**src/rtl/huff_pkg.sv**
```systemverilog
// Shared types and sizing for the three-symbol Huffman encoder tile.
// Optional debug feature: define HUFF_STATE_OUT_EN to expose the FSM state on io_out[11:9].
package huff_pkg;

  localparam int NUM_SYMS = 3;
  localparam int FREQ_W   = 3;
  localparam int CHAR_W   = 8;
  localparam int CODE_W   = 2;
  localparam int WEIGHT_W = 5;
  localparam int IDX_W    = 2;

  typedef enum logic [1:0] {
    LOAD   = 2'd0,
    BUILD  = 2'd1,
    ENCODE = 2'd2,
    OUT    = 2'd3
  } state_t;

  typedef struct packed {
    logic [WEIGHT_W-1:0] weight;
    logic [IDX_W-1:0]    idx;
    logic                is_leaf;
  } node_t;

  // Strict ordering used everywhere a "smaller" node is chosen: weight first,
  // then a leaf beats an internal node, then the lower slot index wins.
  function automatic logic node_less(input node_t x, input node_t y);
    logic lt;
    if (x.weight != y.weight) begin
      lt = (x.weight < y.weight);
    end else if (x.is_leaf != y.is_leaf) begin
      lt = x.is_leaf;
    end else begin
      lt = (x.idx < y.idx);
    end
    return lt;
  endfunction

endpackage

```
**src/rtl/huff_encoder_sort3.sv**
```systemverilog
// Combinational stable ascending sort of three frequencies; returns slot indices
// lowest first. Ties in frequency resolve to the lower slot index.
module huff_encoder_sort3
  import huff_pkg::*;
(
  input  logic [NUM_SYMS-1:0][FREQ_W-1:0] freq,
  output logic [NUM_SYMS-1:0][IDX_W-1:0]  order
);

  node_t      leaf [NUM_SYMS];
  logic [1:0] rank [NUM_SYMS];

  // Wrap each frequency as a leaf node so the shared ordering rule applies.
  always_comb begin
    for (int i = 0; i < NUM_SYMS; i++) begin
      leaf[i].weight  = WEIGHT_W'(freq[i]);
      leaf[i].idx     = IDX_W'(i);
      leaf[i].is_leaf = 1'b1;
    end
  end

  // Rank of a slot is the number of other slots that sort strictly before it.
  always_comb begin
    for (int i = 0; i < NUM_SYMS; i++) begin
      rank[i] = 2'd0;
      for (int j = 0; j < NUM_SYMS; j++) begin
        if ((j != i) && node_less(leaf[j], leaf[i])) begin
          rank[i] = rank[i] + 2'd1;
        end
      end
    end
  end

  // Scatter slot indices into their sorted positions (ranks are a permutation).
  always_comb begin
    order = '0;
    for (int i = 0; i < NUM_SYMS; i++) begin
      order[rank[i]] = IDX_W'(i);
    end
  end

endmodule

```
**src/rtl/huff_encoder.sv**
```systemverilog
// Three-symbol Huffman encoder on a 12-bit pin bus: loads {freq,char} triples,
// builds the tree, then streams char and mask/value words for each slot.
// Optional debug feature: define HUFF_STATE_OUT_EN to drive io_out[11:9] with the FSM state.
module huff_encoder
  import huff_pkg::*;
(
  input  logic        clk,
  input  logic        reset,
  input  logic [11:0] io_in,
  output logic [11:0] io_out
);

  state_t state_q, state_d;
  logic [1:0] cnt_q, cnt_d;
  logic [2:0] word_q, word_d;
  logic [NUM_SYMS-1:0][FREQ_W-1:0] freq_q, freq_d;
  logic [NUM_SYMS-1:0][CHAR_W-1:0] char_q, char_d;
  logic [NUM_SYMS-1:0][CODE_W-1:0] mask_q, mask_d;
  logic [NUM_SYMS-1:0][CODE_W-1:0] value_q, value_d;
  logic [IDX_W-1:0] lo_idx_q, lo_idx_d;
  logic [IDX_W-1:0] hi_idx_q, hi_idx_d;
  node_t node_m_q, node_m_d;
  node_t node_c_q, node_c_d;
  logic [11:0] io_out_q, io_out_d;

  logic [NUM_SYMS-1:0][IDX_W-1:0] sort_order;
  logic [IDX_W-1:0] out_slot;
  logic c_first;

  huff_encoder_sort3 u_sort (
    .freq  (freq_q),
    .order (sort_order)
  );

  assign out_slot = word_q[2:1];
  assign c_first  = node_less(node_c_q, node_m_q);
  assign io_out   = io_out_q;

  // Next-state, table and output-word computation for the LOAD/BUILD/ENCODE/OUT sequence.
  always_comb begin
    state_d  = state_q;
    cnt_d    = cnt_q;
    word_d   = word_q;
    freq_d   = freq_q;
    char_d   = char_q;
    mask_d   = mask_q;
    value_d  = value_q;
    lo_idx_d = lo_idx_q;
    hi_idx_d = hi_idx_q;
    node_m_d = node_m_q;
    node_c_d = node_c_q;
    io_out_d = '0;

    case (state_q)
      LOAD: begin
        if (io_in[11]) begin
          freq_d[cnt_q] = io_in[10:8];
          char_d[cnt_q] = io_in[7:0];
          if (cnt_q == 2'(NUM_SYMS - 1)) begin
            cnt_d   = 2'd0;
            state_d = BUILD;
          end else begin
            cnt_d = cnt_q + 2'd1;
          end
        end
      end
      BUILD: begin
        lo_idx_d         = sort_order[0];
        hi_idx_d         = sort_order[1];
        node_m_d.weight  = WEIGHT_W'(freq_q[sort_order[0]]) + WEIGHT_W'(freq_q[sort_order[1]]);
        node_m_d.idx     = '1;
        node_m_d.is_leaf = 1'b0;
        node_c_d.weight  = WEIGHT_W'(freq_q[sort_order[2]]);
        node_c_d.idx     = sort_order[2];
        node_c_d.is_leaf = 1'b1;
        state_d          = ENCODE;
      end
      ENCODE: begin
        mask_d[node_c_q.idx]  = 2'b01;
        value_d[node_c_q.idx] = {1'b0, ~c_first};
        mask_d[lo_idx_q]      = 2'b11;
        value_d[lo_idx_q]     = {c_first, 1'b0};
        mask_d[hi_idx_q]      = 2'b11;
        value_d[hi_idx_q]     = {c_first, 1'b1};
        word_d                = 3'd0;
        state_d               = OUT;
      end
      OUT: begin
        io_out_d[8] = 1'b1;
        if (word_q[0]) begin
          io_out_d[7:0] = {{(CHAR_W - 2*CODE_W){1'b0}}, mask_q[out_slot], value_q[out_slot]};
        end else begin
          io_out_d[7:0] = char_q[out_slot];
        end
        if (word_q == 3'd5) begin
          word_d  = 3'd0;
          state_d = LOAD;
        end else begin
          word_d = word_q + 3'd1;
        end
      end
      default: begin
        state_d = LOAD;
      end
    endcase

`ifdef HUFF_STATE_OUT_EN
    io_out_d[11:9] = {1'b0, state_d};
`else
    io_out_d[11:9] = 3'b000;
`endif
  end

  // State and table registers; reset aborts any operation and clears every table.
  always_ff @(posedge clk or posedge reset) begin
    if (reset) begin
      state_q  <= LOAD;
      cnt_q    <= 2'd0;
      word_q   <= 3'd0;
      freq_q   <= '0;
      char_q   <= '0;
      mask_q   <= '0;
      value_q  <= '0;
      lo_idx_q <= '0;
      hi_idx_q <= '0;
      node_m_q <= '0;
      node_c_q <= '0;
      io_out_q <= '0;
    end else begin
      state_q  <= state_d;
      cnt_q    <= cnt_d;
      word_q   <= word_d;
      freq_q   <= freq_d;
      char_q   <= char_d;
      mask_q   <= mask_d;
      value_q  <= value_d;
      lo_idx_q <= lo_idx_d;
      hi_idx_q <= hi_idx_d;
      node_m_q <= node_m_d;
      node_c_q <= node_c_d;
      io_out_q <= io_out_d;
    end
  end

endmodule

```
**config.mk**
```make
export PLATFORM = sky130hd
export DESIGN_NAME = huff_encoder
export DESIGN_NICKNAME = d
export VERILOG_FILES = /design/src/rtl/huff_pkg.sv /design/src/rtl/huff_encoder_sort3.sv /design/src/rtl/huff_encoder.sv
export SDC_FILE = /design/constraint.sdc
export NUM_CORES = 1
export LEC_CHECK = 0
export ABC_AREA = 1
export CAP_MARGIN = 30
export CORE_MARGIN = 10
export CORE_UTILIZATION = 59
export DETAILED_ROUTE_END_ITERATION = 6
export PLACE_DENSITY = 0.82
export SYNTH_ARGS = -nofsm -noshare
export SYNTH_HDL_FRONTEND = slang
export SYNTH_SLANG_ARGS = --single-unit
```
**constraint.sdc**
```tcl
create_clock -name clk -period 3.4 [get_ports clk]
set_input_delay 0.34 -clock clk [delete_from_list [all_inputs] [get_ports clk]]
set_output_delay 0.34 -clock clk [all_outputs]
set_load 0.1 [all_outputs]
```
==> results of run 1 <==
-- cell usage in the layout, fill, tap and decap left out, drive strengths merged, types with 3 or more instances in the layout --
master         netlist  layout
a21oi               22      22
clkbuf               3       9
clkdlybuf4s50        0      22
conb                 1       3
dfrtp               75      75
ha                  22      22
inv                 62      66
nand2              133     133
nand3               32      32
nand4                4       4
nor2                27      27
nor3                 5       5
nor4                 4       4
o21ai               70      70
-- cell type report --
type	instances	area (um2)	share of cell area (%)
clock inverter	7	106	2.41
sequential	75	1880	42.6
clock buffer	9	124	2.81
inverter	62	233	5.28
tap	77	96.3	2.18
multi-input combinational	333	1750	39.6
timing repair buffer	23	228	5.16
-- registers in the layout, summed over array words and instances, names as in the netlist --
| signal | flops |
|---|---|
| char_q | 24 |
| cnt_q | 2 |
| freq_q | 9 |
| hi_idx_q | 2 |
| io_out | 9 |
| lo_idx_q | 2 |
| mask_q | 6 |
| node_c_q | 6 |
| node_m_q | 4 |
| state_q | 2 |
| value_q | 6 |
| word_q | 3 |
-- worst max-delay path: stages (launching register included) --
cell     delay [ns]
dfrtp_1        0.44
inv_1          0.12
ha_1           0.30
nand3_1        0.09
nand2_2        0.10
nand4_1        0.38
nand2_1        0.29
nand2_1        0.08
nand2_1        0.06
ha_1           0.16
inv_1          0.05
fa_1           0.37
xor2_1         0.14
o21ai_0        0.13
-- cells by family after synthesis --
| kind of cell | after synthesis | share of synthesized area (%) |
|---|---|---|
| XOR/XNOR | 1 | 0.219 |
| adder cells (fa/ha/maj) | 23 | 7.38 |
| AO/OA/AOI/OAI | 98 | 13.0 |
| buffers and inverters | 81 | 9.60 |
| AND/OR/NAND/NOR | 208 | 22.8 |
| flip-flops | 75 | 46.9 |
| other | 1 | 0.0937 |
-- per-stage QoR --
step / utilization, % / instance area (um2) / hold slack (ns) / instances / setup slack [ns]
2_1_floorplan: - / 4010 / 0.434 / 489 / 0.833
3_3_place_gp: 64.7 / 4180 / 0.447 / 570 / 0.678
3_5_place_dp: 64.7 / 4180 / 0.458 / 570 / 0.616
4_1_cts: 68.3 / 4410 / 0.478 / 586 / 0.604
5_1_grt: 68.3 / 4410 / 0.498 / 586 / 0.283
6_report: 68.3 / 4410 / 0.476 / 586 / 0.608
-- layer usage --
layer	vias to the layer above	share of wire, %	GRT usage [%]
met5	-	0	0
met4	0	1.5	5.86
met3	10	4.0	4.45
met2	66	48	26.4
met1	1483	47	22.4
li1	1611	-	-
-- how the worst max path moves through the flow --
| stage | startpoint | slack (ns) | end |
|---|---|---|---|
| after floorplan | freq_q[5]$_DFFE_PP0P_ | 0.83 | node_m_q[5]$_DFFE_PP0N_ |
| after global placement | freq_q[5]$_DFFE_PP0P_ | 0.68 | node_m_q[5]$_DFFE_PP0N_ |
| after detailed placement | freq_q[5]$_DFFE_PP0P_ | 0.62 | node_m_q[5]$_DFFE_PP0N_ |
| after CTS | freq_q[5]$_DFFE_PP0P_ | 0.60 | node_m_q[5]$_DFFE_PP0N_ |
| after global routing | freq_q[6]$_DFFE_PP0P_ | 0.28 | node_m_q[5]$_DFFE_PP0N_ |
| final | freq_q[7]$_DFFE_PP0P_ | 0.61 | node_m_q[5]$_DFFE_PP0N_ |
==> results.md, run 1 <==
- Outcome: complete, no violations
- CTS H-tree lvls: 3
- R2r worst-path depth: 13
- Synth cell types: 35
- Die height: 102 um
- Drt pass-1 iters: 4
- Syn-to-layout area delta: 10.3%
- Transition time of the tightest slew-check pin: 0.986 ns
- IO Port Bufs: 22
- Die X-Extent: 102 um
- DR iter-0 viols: 206
- Core Region: 6460 um2
- Hold crit path type: reg -> reg
- Worst Path Max Fanout: 11
- Sequential area share after synthesis: 46.9%
- Critical R2R Capture: node_m_q[5]$_DFFE_PP0N_
- CTS Buf Count: 9
- DRT antenna net count: 0
- Share of post-route cells with drive strength above 1: 6.48%
- I/O Pins: 26
- Min-Delay Path Depth: 2
- Clk buf depth: 2
- Reg2reg start: freq_q[7]$_DFFE_PP0P_
- Worst setup SP type: flip-flop
- Max Freq: 358 MHz
- Area contributors post-synth: dfrtp_1, nand2_1, o21ai_0
- Max-slew headroom: 34.1%
- Initial antenna violation count: 0
- Clk Latency, worst-skew pair: 0.36 ns
- Setup Skew: 0.0134 ns
- Hold Buf Count CTS: 0
- Drc violations: 0
- ANT cells: 0
- Post-synth EDFFs: 0
- Top_reg_cell synth: dfrtp_1
- Largest net degree at the start of global routing: 76
- Fin. Hold Viols: 0
- Die ar.: 10500 um2
- Worst hold start: node_c_q[0]$_DFFE_PP0N_
- Ys Warns: 0
- CP Capture Type: flip-flop
- Placer Congestion: 0.897
- Clk root buf: clkbuf_8
- CTS sink cnt: 75
- Async S/R FF share, synth: 100%
- Total gr overflow: 0
- Worst Path Required: 3.68 ns
- Final setup TNS: 0 ns
- Post-DP HPWL: 5820 um
- Post-Syn Instances: 487
- Initial Utilization: 61.9%
- Worst Path Class, Setup: reg -> reg
- Vias per inst: 5.41
- Flop2flop setup slack: 0.61 ns
- Ratio of final minimum period to clock period: 82.1%
- Global-route wire length before repair: 14300 um
- Clk slew on worst S/H paths: 0.08 ns
- RSZ-0062 raised after global routing: no
- Most numerous cell in the Yosys netlist: nand2_1
- Endpoints failing setup: 0
- Synth Register Bits: 75
- WP data arrival: 3.07 ns
- Top cells by count, synth: nand2_1, dfrtp_1, o21ai_0, inv_1, nand3_1
- Hold endpoint: node_c_q[0]$_DFFE_PP0N_
- Syn Area/Cell: 8.21 um2
- Routed len/inst: 14.0 um
- Mapped cell area: 4000 um2
- Layout fillers: 549
- Pins over their slew limit: 0
- Via count: 3170
- CTS tree: yes
- Aggregate global-route resource usage: 16.9%
- Maxcap violations: 0
- Number of core rows: 29
- Largest area contributor in the synthesized netlist: dfrtp_1
- Post-CTS sizing: 0
- Clock period minus worst slack: 2.79 ns
- Final wirelength: 8180 um
- Share of the synthesized area in the top cell type: 46.9%
- Vias in the first global route: 3077
- Post-CTS Setup Repair Bufs: 0
- Fin nets: 541
Power of run 1 is not shown: default switching activity piles up to over one toggle a cycle in this logic, so the estimate is an artifact.
==> run 2, diff against run 1 <==
==> constraint.sdc (replaced) <==
create_clock -name clk -period 2.89 [get_ports clk]
set_input_delay 0.289 -clock clk [delete_from_list [all_inputs] [get_ports clk]]
set_output_delay 0.289 -clock clk [all_outputs]
set_load 0.1 [all_outputs]
==> run 2 against run 1 <==
  * Global-route usage decreased by 0.11 points
  * Clock-buffer cell count up 1
  * Critical path depth unchanged
  * Clock skew decreased by 0.0038 ns
  * Wire length is 1.0% higher
  * Register-to-register slack worse by 0.39 ns
  * Non-clock buffer count increased by 6
  * Utilization is 0.54 points higher
  * Final cell count increased by 1.0%
  * Die area is the same
==> results.md, run 2 (synthesis results as in run 1) <==
- WP data arrival: 2.95 ns
- Most frequent cells in the layout: nand2_1, dfrtp_1, o21ai_0
- Worst Path Max Fanout: 7
- Aggregate global-route resource usage: 16.8%
- CTS H-tree lvls: 3
- Endpoints failing setup: 0
- Die X-Extent: 102 um
- Ratio of final minimum period to clock period: 92.4%
- Buf/Inv on CP: 1
- Final wirelength: 8260 um
- Transition time of the tightest slew-check pin: 0.622 ns
- Initial Utilization: 61.9%
- Clk Latency, worst-skew pair: 0.36 ns
- Number of core rows: 29
- Worst setup SP type: flip-flop
- ANT cells: 0
- Vias in the first global route: 3155
- Max-slew headroom: 58.5%
- Routed len/inst: 14.0 um
- Setup Skew: 0.00955 ns
- IO Port Bufs: 22
- DRT antenna net count: 0
- Post-DP HPWL: 5830 um
- Share of post-route cells with drive strength above 1: 9.90%
- Placer Congestion: 0.911
- Clk buf depth: 2
- Fin. Hold Viols: 0
- Max reg flops: 24
- Initial antenna violation count: 0
- CTS sink cnt: 75
- Clock period minus worst slack: 2.67 ns
- Total gr overflow: 0
- Die height: 102 um
- Core Region: 6460 um2
- Worst Path Required: 3.17 ns
- Largest net degree at the start of global routing: 76
- Pins over their slew limit: 0
- Drc violations: 0
- Via count: 3208
- Cell family with most CP delay: adder cells
- CP Capture Type: flip-flop
- Layout fillers: 507
- Syn-to-layout area delta: 11.1%
- I/O Pins: 26
- Drt pass-1 iters: 5
- DR iter-0 viols: 218
- RSZ-0062 raised after global routing: no
- CTS Buf Count: 9
- Worst Path Class, Setup: reg -> reg
- Max Freq: 375 MHz
- Global-route wire length before repair: 14200 um
- Area occupied by multi-input gates: 1770 um2
- Outcome: complete, no violations
- Fin nets: 547
- Final setup TNS: 0 ns
- Hold Buf Count CTS: 0
- CTS tree: yes
- Max incr delay on CP: 0.44 ns
- Layout Utilization: 68.8%
- Die ar.: 10500 um2
- Most common cell after layout, fill and taps aside: nand2_1
- Crit-path cells: ha_1 -> a21oi_1 -> a32oi_2 -> ha_4 -> nor2_1 -> a21oi_1 -> nand2_1 -> nand2_1 -> ha_1 -> inv_1 -> fa_1 -> xor2_1 -> o21ai_0
- Reg area: 1880 um2
- Maxcap violations: 0
- Clk slew on worst S/H paths: 0.08 ns
- Hold crit path type: in -> async
- Vias per inst: 5.42
- Top reg by flops: char_q
- Clk root buf: clkbuf_8
- Slowest-stage cell, CP: dfrtp_1
==> run 2: worst min-delay path: stages <==
cell and delay, ns:
clkdlybuf4s50_1 0.41, inv_2 0.07, buf_12 0.30
==> run 2: final timing paths <==
kind | start | end | slack [ns] | depth (start not counted)
worst max-delay path | freq_q[2]$_DFFE_PP0P_ | node_m_q[5]$_DFFE_PP0N_ | 0.22 | 13
worst min-delay path | reset | freq_q[0]$_DFFE_PP0P_ | 0.31 | 3
worst max register to register | freq_q[2]$_DFFE_PP0P_ | node_m_q[5]$_DFFE_PP0N_ | 0.22 | 13
worst min register to register | node_c_q[0]$_DFFE_PP0N_ | node_c_q[0]$_DFFE_PP0N_ | 0.47 | 2
max in group asynchronous | reset | node_c_q[2]$_DFFE_PP0N_ | 2.23 | 3
min in group clk | node_c_q[0]$_DFFE_PP0N_ | node_c_q[0]$_DFFE_PP0N_ | 0.47 | 2
==> run 2: final cells by class <==
cell class / count / area share, %
Multi-Input combinational cell: 333 / 39.7
Inverter: 62 / 5.24
Timing Repair Buffer: 29 / 5.91
Clock buffer: 10 / 3.10
Sequential cell: 75 / 42.2
Clock inverter: 6 / 1.63
Tap cell: 77 / 2.17
==> run 2: what timing repair did <==
item	in CTS	in global routing
buffers inserted	0	4
endpoints found under the hold margin	0	0
setup endpoints to repair	0	3
resized for setup	0	4
==> run 2: per-stage QoR <==
step | hold WS [ns] | instances | worst slack [ns] | instance area, um2
finish | 0.311 | 592 | 0.221 | 4450
global route | 0.365 | 592 | 0.00223 | 4450
CTS | 0.352 | 588 | 0.0898 | 4400
detailed placement | 0.456 | 572 | 0.102 | 4190
global placement | 0.446 | 572 | 0.203 | 4190
floorplan | 0.434 | 489 | 0.323 | 4010
==> run 2: per-layer routing <==
metal | wire length [um] | share of wire, % | vias up | global-route usage (%)
met5 | 0 | 0 | - | 0
met4 | 157 | 1.9 | 0 | 6.83
met3 | 405 | 4.9 | 20 | 4.05
met2 | 3810 | 46 | 97 | 27.3
met1 | 3900 | 47 | 1476 | 21.2
li1 | - | - | 1615 | -
Power of run 2 is left out for the same reason.
